**src/rtl/wb_queue.sv**
```systemverilog
// Multi-lane write-back queue: merges NUM_SRC lanes into one register-file write per cycle,
// with zero-latency bypass when empty. Optional forwarding lookup enabled by macro WB_FORWARD_EN.
module wb_queue #(
   parameter int WORD       = 32,
   parameter int ADDR_WIDTH = 4,
   parameter int NUM_SRC    = 2,
   parameter int DEPTH      = 4
) (
   input  logic                               clk_i,
   input  logic                               rst_i,
   input  logic [NUM_SRC-1:0]                 is_valid_i,
   input  logic [NUM_SRC-1:0]                 reg_file_write_en_i,
   input  logic [NUM_SRC-1:0][1:0]            reg_data_ctrl_sig_i,
   input  logic [NUM_SRC-1:0][ADDR_WIDTH-1:0] reg_dest_addr_i,
   input  logic [NUM_SRC-1:0][WORD-1:0]       alu_result_i,
   input  logic [NUM_SRC-1:0][WORD-1:0]       mem_data_i,
   output logic                               ready_o,
   output logic                               reg_file_write_en_o,
   output logic [ADDR_WIDTH-1:0]              reg_dest_addr_o,
   output logic [WORD-1:0]                    reg_data_o,
   output logic [$clog2(DEPTH):0]             count_o,
   input  logic [ADDR_WIDTH-1:0]              fwd_addr_i,
   output logic                               fwd_hit_o,
   output logic [WORD-1:0]                    fwd_data_o
);
   localparam int PW = (DEPTH > 1) ? $clog2(DEPTH) : 1;
   localparam int CW = $clog2(DEPTH) + 1;
   localparam int LW = (NUM_SRC > 1) ? $clog2(NUM_SRC) : 1;
   localparam logic [1:0] FROM_ALU    = 2'd0;
   localparam logic [1:0] FROM_MEMORY = 2'd1;

   logic [PW-1:0]         rptr_q, rptr_d;
   logic [PW-1:0]         wptr_q, wptr_d;
   logic [CW-1:0]         count_q, count_d;
   logic [ADDR_WIDTH-1:0] addr_mem_q [DEPTH];
   logic [WORD-1:0]       data_mem_q [DEPTH];

   logic [NUM_SRC-1:0]         acc_s;
   logic [NUM_SRC-1:0]         enq_s;
   logic [NUM_SRC-1:0][PW-1:0] enq_pos_s;
   logic [CW-1:0]              enq_cnt_s;
   logic                       bypass_s;
   logic [LW-1:0]              byp_lane_s;
   logic                       deq_s;

   function automatic logic [WORD-1:0] lane_data(input logic [1:0]      sel,
                                                 input logic [WORD-1:0] alu,
                                                 input logic [WORD-1:0] mem);
      case (sel)
         FROM_ALU:    lane_data = alu;
         FROM_MEMORY: lane_data = mem;
         default:     lane_data = {WORD{1'bx}};
      endcase
   endfunction

   assign count_o = count_q;

   // Space for a full set of lanes; depends on state only.
   always_comb begin
      ready_o = (DEPTH - int'(count_q)) >= NUM_SRC;
   end

   always_comb begin
      acc_s = {NUM_SRC{1'b0}};
      if (!rst_i && ready_o) begin
         acc_s = is_valid_i & reg_file_write_en_i;
      end else begin
         acc_s = {NUM_SRC{1'b0}};
      end
   end

   // Bypass lane selection, enqueue slot assignment and pointer/count next state.
   always_comb begin
      bypass_s   = 1'b0;
      byp_lane_s = {LW{1'b0}};
      enq_s      = {NUM_SRC{1'b0}};
      enq_pos_s  = '0;
      enq_cnt_s  = {CW{1'b0}};
      for (int k = 0; k < NUM_SRC; k++) begin
         if (acc_s[k] && !bypass_s && (count_q == {CW{1'b0}})) begin
            bypass_s   = 1'b1;
            byp_lane_s = LW'(k);
         end else begin
            bypass_s   = bypass_s;
         end
      end
      for (int k = 0; k < NUM_SRC; k++) begin
         if (acc_s[k] && !(bypass_s && (byp_lane_s == LW'(k)))) begin
            enq_s[k]     = 1'b1;
            enq_pos_s[k] = wptr_q + PW'(enq_cnt_s);
            enq_cnt_s    = enq_cnt_s + {{(CW-1){1'b0}}, 1'b1};
         end else begin
            enq_s[k]     = 1'b0;
         end
      end
      deq_s   = !rst_i && (count_q != {CW{1'b0}});
      count_d = count_q + enq_cnt_s - {{(CW-1){1'b0}}, deq_s};
      wptr_d  = wptr_q + PW'(enq_cnt_s);
      rptr_d  = rptr_q + {{(PW-1){1'b0}}, deq_s};
   end

   // Write port: head entry when queued, otherwise the bypassed lane.
   always_comb begin
      reg_file_write_en_o = 1'b0;
      reg_dest_addr_o     = {ADDR_WIDTH{1'b0}};
      reg_data_o          = {WORD{1'b0}};
      if (rst_i) begin
         reg_file_write_en_o = 1'b0;
      end else if (count_q != {CW{1'b0}}) begin
         reg_file_write_en_o = 1'b1;
         reg_dest_addr_o     = addr_mem_q[rptr_q];
         reg_data_o          = data_mem_q[rptr_q];
      end else if (bypass_s) begin
         reg_file_write_en_o = 1'b1;
         reg_dest_addr_o     = reg_dest_addr_i[byp_lane_s];
         reg_data_o          = lane_data(reg_data_ctrl_sig_i[byp_lane_s],
                                         alu_result_i[byp_lane_s], mem_data_i[byp_lane_s]);
      end else begin
         reg_file_write_en_o = 1'b0;
      end
   end

   // Pointers and occupancy.
   always_ff @(posedge clk_i) begin
      if (rst_i) begin
         rptr_q  <= {PW{1'b0}};
         wptr_q  <= {PW{1'b0}};
         count_q <= {CW{1'b0}};
      end else begin
         rptr_q  <= rptr_d;
         wptr_q  <= wptr_d;
         count_q <= count_d;
      end
   end

   // Entry storage is left uninitialised by reset; occupancy alone defines validity.
   always_ff @(posedge clk_i) begin
      for (int k = 0; k < NUM_SRC; k++) begin
         if (enq_s[k]) begin
            addr_mem_q[enq_pos_s[k]] <= reg_dest_addr_i[k];
            data_mem_q[enq_pos_s[k]] <= lane_data(reg_data_ctrl_sig_i[k], alu_result_i[k], mem_data_i[k]);
         end
      end
   end

`ifdef WB_FORWARD_EN
   // Youngest match wins: queue oldest->newest, then accepted lanes in ascending order.
   always_comb begin
      fwd_hit_o  = 1'b0;
      fwd_data_o = {WORD{1'b0}};
      for (int i = 0; i < DEPTH; i++) begin
         if ((CW'(i) < count_q) && (addr_mem_q[rptr_q + PW'(i)] == fwd_addr_i)) begin
            fwd_hit_o  = 1'b1;
            fwd_data_o = data_mem_q[rptr_q + PW'(i)];
         end else begin
            fwd_hit_o  = fwd_hit_o;
         end
      end
      for (int k = 0; k < NUM_SRC; k++) begin
         if (acc_s[k] && (reg_dest_addr_i[k] == fwd_addr_i)) begin
            fwd_hit_o  = 1'b1;
            fwd_data_o = lane_data(reg_data_ctrl_sig_i[k], alu_result_i[k], mem_data_i[k]);
         end else begin
            fwd_hit_o  = fwd_hit_o;
         end
      end
   end
`else
   logic unused_fwd_s;
   assign unused_fwd_s = ^fwd_addr_i;
   assign fwd_hit_o    = 1'b0;
   assign fwd_data_o   = {WORD{1'b0}};
`endif

endmodule

```
**config.mk**
```make
export PLATFORM = sky130hd
export DESIGN_NAME = wb_queue
export DESIGN_NICKNAME = d
export VERILOG_FILES = /design/src/rtl/wb_queue.sv
export SDC_FILE = /design/constraint.sdc
export NUM_CORES = 1
export LEC_CHECK = 0
export ABC_CLOCK_PERIOD_IN_PS = 6000
export BUFFER_PORTS_ARGS = -buffer_cell sky130_fd_sc_hd__buf_2
export CAP_MARGIN = 20
export CORE_UTILIZATION = 50
export DETAILED_ROUTE_END_ITERATION = 7
export GPL_TIMING_DRIVEN = 0
export HOLD_SLACK_MARGIN = 0.15
export PLACE_DENSITY = 0.8
export SLEW_MARGIN = 20
export SYNTH_ARGS = -nofsm -noshare
export SYNTH_HDL_FRONTEND = slang
export SYNTH_SLANG_ARGS = --single-unit
```
**constraint.sdc**
```tcl
create_clock -name clk_i -period 6 [get_ports clk_i]
set_input_delay 0.9 -clock clk_i [delete_from_list [all_inputs] [get_ports clk_i]]
set_output_delay 0.9 -clock clk_i [all_outputs]
set_load 0.05 [all_outputs]
```
## Word level (Yosys, flattened, before mapping)

Memories as Yosys holds them, arrays and structs flattened. A register that Yosys moved wholly into a read port is not among the register bits.
Cells that the tools add are included.

| storage, ports and cells | value |
|---|---|
| output and inout bits | 74 |
| memories kept | 2 |
| word-level logic and storage cells | 75 |
| bits in registers | 7 |
| bits in writable memories | 144 |

| operators by class | value |
|---|---|
| muxes and demuxes | 38 |
| reductions and logical operators | 18 |
| order comparisons | 2 |
| equality and inequality tests | 3 |
| bitwise logic cells | 2 |
| add/sub/neg operators | 7 |

Memories:

| memory | words | width | rd ports | clocked after Yosys merged registers in | write ports | RTL line | RTL |
|---|---|---|---|---|---|---|---|
| data_mem_q | 4 | 32 | 1 | 1 | 2 | 36 | `logic [WORD-1:0] data_mem_q [DEPTH];` |
| addr_mem_q | 4 | 4 | 1 | 1 | 2 | 35 | `logic [ADDR_WIDTH-1:0] addr_mem_q [DEPTH];` |

Operator list:

| operator | number |
|---|---|
| 32-bit two-way mux | 9 |
| 32-bit one-hot mux with 2 select lines | 3 |
| 4-bit two-way mux | 5 |
| 2-bit two-way mux | 7 |
| 1-bit two-way mux | 13 |
| 1-bit logical AND | 9 |
| 2-bit by 1-bit == test with 1-bit output, second input constant | 3 |
| 2-bit logical NOT | 3 |
| 2-bit adder | 2 |
| 4-bit by 3-bit >= comparator with 1-bit output, second input constant | 1 |
| 1-bit logical NOT | 4 |
| 3-bit by 3-bit subtractor with 4-bit output, first input constant | 1 |
| 3-bit by 1-bit adder with 3-bit output, second input constant | 1 |
| 3-bit adder | 1 |
| 3-bit logical NOT | 1 |
| 3-bit two-way mux | 1 |
| 3-bit nonzero test | 1 |
| 3-bit by 1-bit subtractor with 3-bit output | 1 |
| 2-bit by 1-bit adder with 2-bit output | 1 |
| 2-bit bitwise AND | 1 |
| 1-bit by 2-bit less-than comparator with 1-bit output, second input constant | 1 |
| 1-bit NOT | 1 |

## Longest topological paths before layout

| logic depth | value |
|---|---|
| depth in word-level cells | 19 |
| depth in mapped cells | 15 |
| depth with buffers taken out | 15 |

## Worst setup path before layout

No wires, ideal clock.

| timing path | value |
|---|---|
| path kind | reg-to-reg |
| start point | register count_q[0], in the netlist count_o[0] |
| end point | memory addr_mem_q[0][0] (enable) |
| required time | 5521 ps |
| cell stages (with the launch flop) | 10 |
| path buffers | 0 |
| data arrival time | 4862 ps |
| path slack | 659 ps |
| cells stage by stage | dfxtp_1 inv_1 ha_1 ha_1 nand2b_1 o21ai_1 nor3_1 ha_1 nand2b_1 o21ai_0 |

RTL lines:

| what | RTL line | RTL |
|---|---|---|
| start: declaration | 34 | `logic [CW-1:0] count_q, count_d;` |
| start signal: assignment | 128 | `count_q <= {CW{1'b0}};` |
| start signal: assignment | 132 | `count_q <= count_d;` |
| end: declaration | 35 |  |

## Final worst setup path

| timing path | value |
|---|---|
| start point | register count_q[0], in the netlist count_o[0] |
| end point | output reg_data_o[21] |

| between the ends | value |
|---|---|
| longest elaborated chain between the ends | 17 |
| elaborated cells on any way between the ends | 25 |
| those cells by class | 1 x add/sub; 1 x order compare; 1 x eq/ne; 14 x mux; 8 x reduce/logical |

RTL lines:

| what | RTL line | RTL |
|---|---|---|
| 3-bit by 3-bit subtractor with 4-bit output | 60 | `ready_o = (DEPTH - int'(count_q)) >= NUM_SRC;` |
| 4-bit by 3-bit >= comparator with 1-bit output | 60 |  |
| 1-bit logical AND | 65 | `if (!rst_i && ready_o) begin` |
| 2-bit two-way mux | 65 |  |
| 1-bit logical AND | 80 | `if (acc_s[k] && !bypass_s && (count_q == {CW{1'b0}})) begin` |
| 1-bit two-way mux | 80 |  |
| 1-bit logical NOT | 80 |  |
| 1-bit logical AND (2 in a row) | 80 |  |
| 1-bit two-way mux | 80 |  |
| 2-bit two-way mux (implied by the code) (2 in a row) | 116 | `reg_data_o = lane_data(reg_data_ctrl_sig_i[byp_lane_s],` |
| 2-bit by 1-bit == test with 1-bit output / 2-bit logical NOT (equally long branches) | 49 | `case (sel)` |
| 32-bit one-hot mux with 2 select lines | 49 |  |
| 32-bit two-way mux | 113 | `end else if (bypass_s) begin` |
| 32-bit two-way mux (*) | 109 | `end else if (count_q != {CW{1'b0}}) begin` |
| 32-bit two-way mux (*) | 107 | `if (rst_i) begin` |
| end: declaration | 20 | `output logic [WORD-1:0] reg_data_o,` |

Every way passes the cells marked *; elsewhere a longest branch is shown, timed or not. The select of a mux whose other input is x is not followed.

==> impl_metrics.env <==
export IMPL_outcome="completed"
export IMPL_insertion_delay_ps=430
export IMPL_reg2reg_to="data_mem_q[2][19]"
export IMPL_place_congestion=0.844
export IMPL_syn_area_sq_um=9470
export IMPL_crit_path_end_kind="primary output"
export IMPL_n_fill_cell=1393
export IMPL_min_period_over_period=0.778
export IMPL_worst_path_max_delay_cell="o41ai_1"
export IMPL_yosysWarnings=0
export IMPL_share_comb_of_total_power=0.443
export IMPL_dp_hpwl_um=19100
export IMPL_wl_per_cell_um=22.7
export IMPL_cts_buffer_depth=2
export IMPL_r2r_start="count_o[0]"
export IMPL_p_total_mw=4.16
export IMPL_internal_power_mw=2.50
export IMPL_dp_cells=1177
export IMPL_net_switching_power_mw=1.66
export IMPL_min_from="count_o[2]"
export IMPL_path_clk_slew_ps=60
export IMPL_grt_pass1_vias=7293
export IMPL_die_y_um=140
export IMPL_num_rows=49
export IMPL_critPathKind="register to primary output"
export IMPL_p_leak_nw=4.81
export IMPL_layout_min_cycle_time_ps=4670
export IMPL_wl_um=27500
export IMPL_preCtsSetupSlack_ps=1500
export IMPL_cap_violations=0
export IMPL_design_area_sq_um=11600
export IMPL_cts_hold_fix_buffers=0
export IMPL_antennaDiodeCount=0
export IMPL_critPathRequiredTime_ps=5100
export IMPL_io_pins=224
export IMPL_grt_max_degree=37
export IMPL_cp_start_kind="register"
export IMPL_netlist_instances=725
export IMPL_cp_top_family="buffers and inverters"
export IMPL_cpPeakStageDelay_ps=700
export IMPL_drive_above_1_share=0.345
export IMPL_multi_input_area_sq_um=4600
export IMPL_final_nets=1128
export IMPL_vias=7494
export IMPL_dieArea_sq_um=19500
export IMPL_ys_types=40
export IMPL_ctsResizeCount=0
export IMPL_grtUsageTotal=0.283
export IMPL_worst_path_buf_inv=4
export IMPL_synth_flop_cell="edfxtp_1"
export IMPL_arrival_ps=3770
export IMPL_tightest_slew_ps=910
export IMPL_initial_utilization=0.519
export IMPL_hp_class="register to register"
export IMPL_min_to="count_o[2]"
export IMPL_fmax_mhz=214
export IMPL_p_per_area_nw_per_um2=361
export IMPL_firstDrtPassIters=5
export IMPL_dpl_cell_area_sq_um=11000
export IMPL_drc=0
export IMPL_swShare=0.400
export IMPL_design_core_area_sq_um=18300
export IMPL_rsz0062_at_grt="no"
export IMPL_cts_htree_levels=4
export IMPL_finalMaxSlewViolations=0
export IMPL_grt_overflow=0
export IMPL_drt_initial_drc_count=667
export IMPL_setup_viol=0
export IMPL_worst_slack_ps=1330
export IMPL_power_share_sequential=0.305
export IMPL_synth_edff_count=144
export IMPL_fin_skew_ps=7.61
export IMPL_cts_setup_buffers=0
export IMPL_instances_no_fill=1209
export IMPL_hold_depth=3
export IMPL_cts_sinks=151
export IMPL_cts_root_buf="clkbuf_16"
export IMPL_cp_cell_sequence="inv_1 -> ha_1 -> ha_1 -> nand2b_1 -> o21ai_1 -> or3_1 -> clkbuf_1 -> clkbuf_1 -> o41ai_1 -> buf_2"
export IMPL_antenna_left=0
export IMPL_cp_max_fo=10
export IMPL_seq_area_frac_synth=0.471
export IMPL_grt_pass1_wl_um=40900
export IMPL_hold_viol_final=0
export IMPL_post_drt_via_cell_ratio=6.20
export IMPL_ys_seq_elements=151
export IMPL_seqCellArea_sq_um=4460
export IMPL_rr_worst_depth=13
export IMPL_pwr_share_clk=0.252
export IMPL_syn_mean_instance_area_sq_um=13.1
export IMPL_die_x_um=140
export IMPL_synthArstFlopShare=0
export IMPL_ir_drop_uv=238
export IMPL_cts_tree="built"
export IMPL_final_util=0.632
export IMPL_antenna_found_initial=0
export IMPL_cts_buffers=17
export IMPL_rrSetupSlack_ps=1540
export IMPL_max_slew_margin=0.393
export IMPL_port_buffer_count=185
export IMPL_areaGrowthSynthToFinish_pct=21.9
## power groups by stage
| stage | registers, mW | logic [mW] | clock network, mW |
|---|---|---|---|
| after floorplan | 1.32 | 1.31 | 0 |
| after global placement | 1.30 | 1.76 | 0 |
| after detailed placement | 1.29 | 1.83 | 0 |
| after CTS | 1.27 | 1.83 | 1.05 |
| after global routing | 1.28 | 1.95 | 1.09 |
| final | 1.27 | 1.84 | 1.05 |
## synth_stat cells (4+ instances only)
library cell  instances  area (sq um)
o21ai_1               6          30.0
ha_1                 10           125
o41ai_1              20           175
mux2i_1             196          1960
mux2_1                7          78.8
edfxtp_1            144          4320
nand2b_1              7          43.8
a32o_1                9          90.1
clkbuf_1             23          86.3
buf_1                 6          22.5
nor2b_1               6          37.5
dfxtp_1               7           140
or3_1                22           138
nor3_1               43           215
o31ai_1              20           150
mux2_2                9           101
xnor2_1               5          43.8
mux4_2               36           811
buf_2                22           110
buf_4                41           308
nor2_1                4          15.0
nand2_1              50           188
inv_1                 9          33.8
## worst max-delay path by stage
stage | from | endpoint | slack (ps) | cells after the start
5_1_grt | count_o[0] | data_mem_q[2][8] | 1210 | 13
3_5_place_dp | rst_i | data_mem_q[2][19] | 1500 | 10
3_3_place_gp | count_o[0] | data_mem_q[0][18] | -1190 | 9
4_1_cts | count_o[0] | reg_data_o[21] | 1400 | 10
2_1_floorplan | count_o[0] | addr_mem_q[0][0] | 660 | 9
6_report | count_o[0] | reg_data_o[21] | 1330 | 10
## area by class of cell
cell class	instances	area share
clock buffer	27	0.0427
inverter	10	0.00325
sequential	151	0.386
multi-input combinational	504	0.399
clock inverter	5	0.00650
tap	229	0.0248
buffer	92	0.0456
timing repair buffer	191	0.0921
## sequential cells by signal (all words and copies together), names as in the netlist
signal and cells:
addr_mem_q 16, wptr_q 2, count_o 3, rptr_q 2, data_mem_q 128
## worst min-delay path, cell delays in order (launching register included)
cell	delay, ps
dfxtp_1	310
inv_1	90
xnor2_1	70
nor2_1	70
## layout by cell type (no fill, tap or decap), drive strengths merged, types with 9 or more instances in the layout
| cell type | synthesis | final |
|---|---|---|
| clkbuf | 23 | 50 |
| o41ai | 20 | 20 |
| nor3 | 43 | 43 |
| ha | 10 | 10 |
| conb | 1 | 33 |
| inv | 9 | 9 |
| nand2 | 50 | 50 |
| a32o | 9 | 9 |
| or3 | 22 | 22 |
| o31ai | 20 | 20 |
| mux2 | 19 | 19 |
| buf | 69 | 260 |
| edfxtp | 144 | 144 |
| mux2i | 196 | 196 |
| mux4 | 36 | 36 |
## per-layer routing
metal / GRT usage / vias up / share of wire
li1: - / 3263 / -
met1: 0.351 / 3606 / 0.38
met2: 0.459 / 529 / 0.48
met3: 0.0647 / 96 / 0.096
met4: 0.157 / 0 / 0.048
met5: 0 / - / 0
## metrics by stage
stage,hold WS (ps),setup TNS (ps)
2_1_floorplan,554,0
3_3_place_gp,561,-42680
3_5_place_dp,571,0
4_1_cts,585,0
5_1_grt,615,0
6_report,577,0
## cell families (layout without fill, tap and decap cells)
logic type | after synthesis | count (layout) | share of synthesized area
XOR/XNOR | 6 | 6 | 0.00555
other | 1 | 33 | 0.000396
AND/OR/NAND/NOR | 141 | 141 | 0.0755
buffers and inverters | 102 | 325 | 0.0596
adder cells (fa/ha/maj) | 11 | 11 | 0.0153
AO/OA/AOI/OAI | 62 | 62 | 0.0560
multiplexers | 251 | 251 | 0.316
flip-flops | 151 | 151 | 0.471
Power figures use the tool's default switching activity.
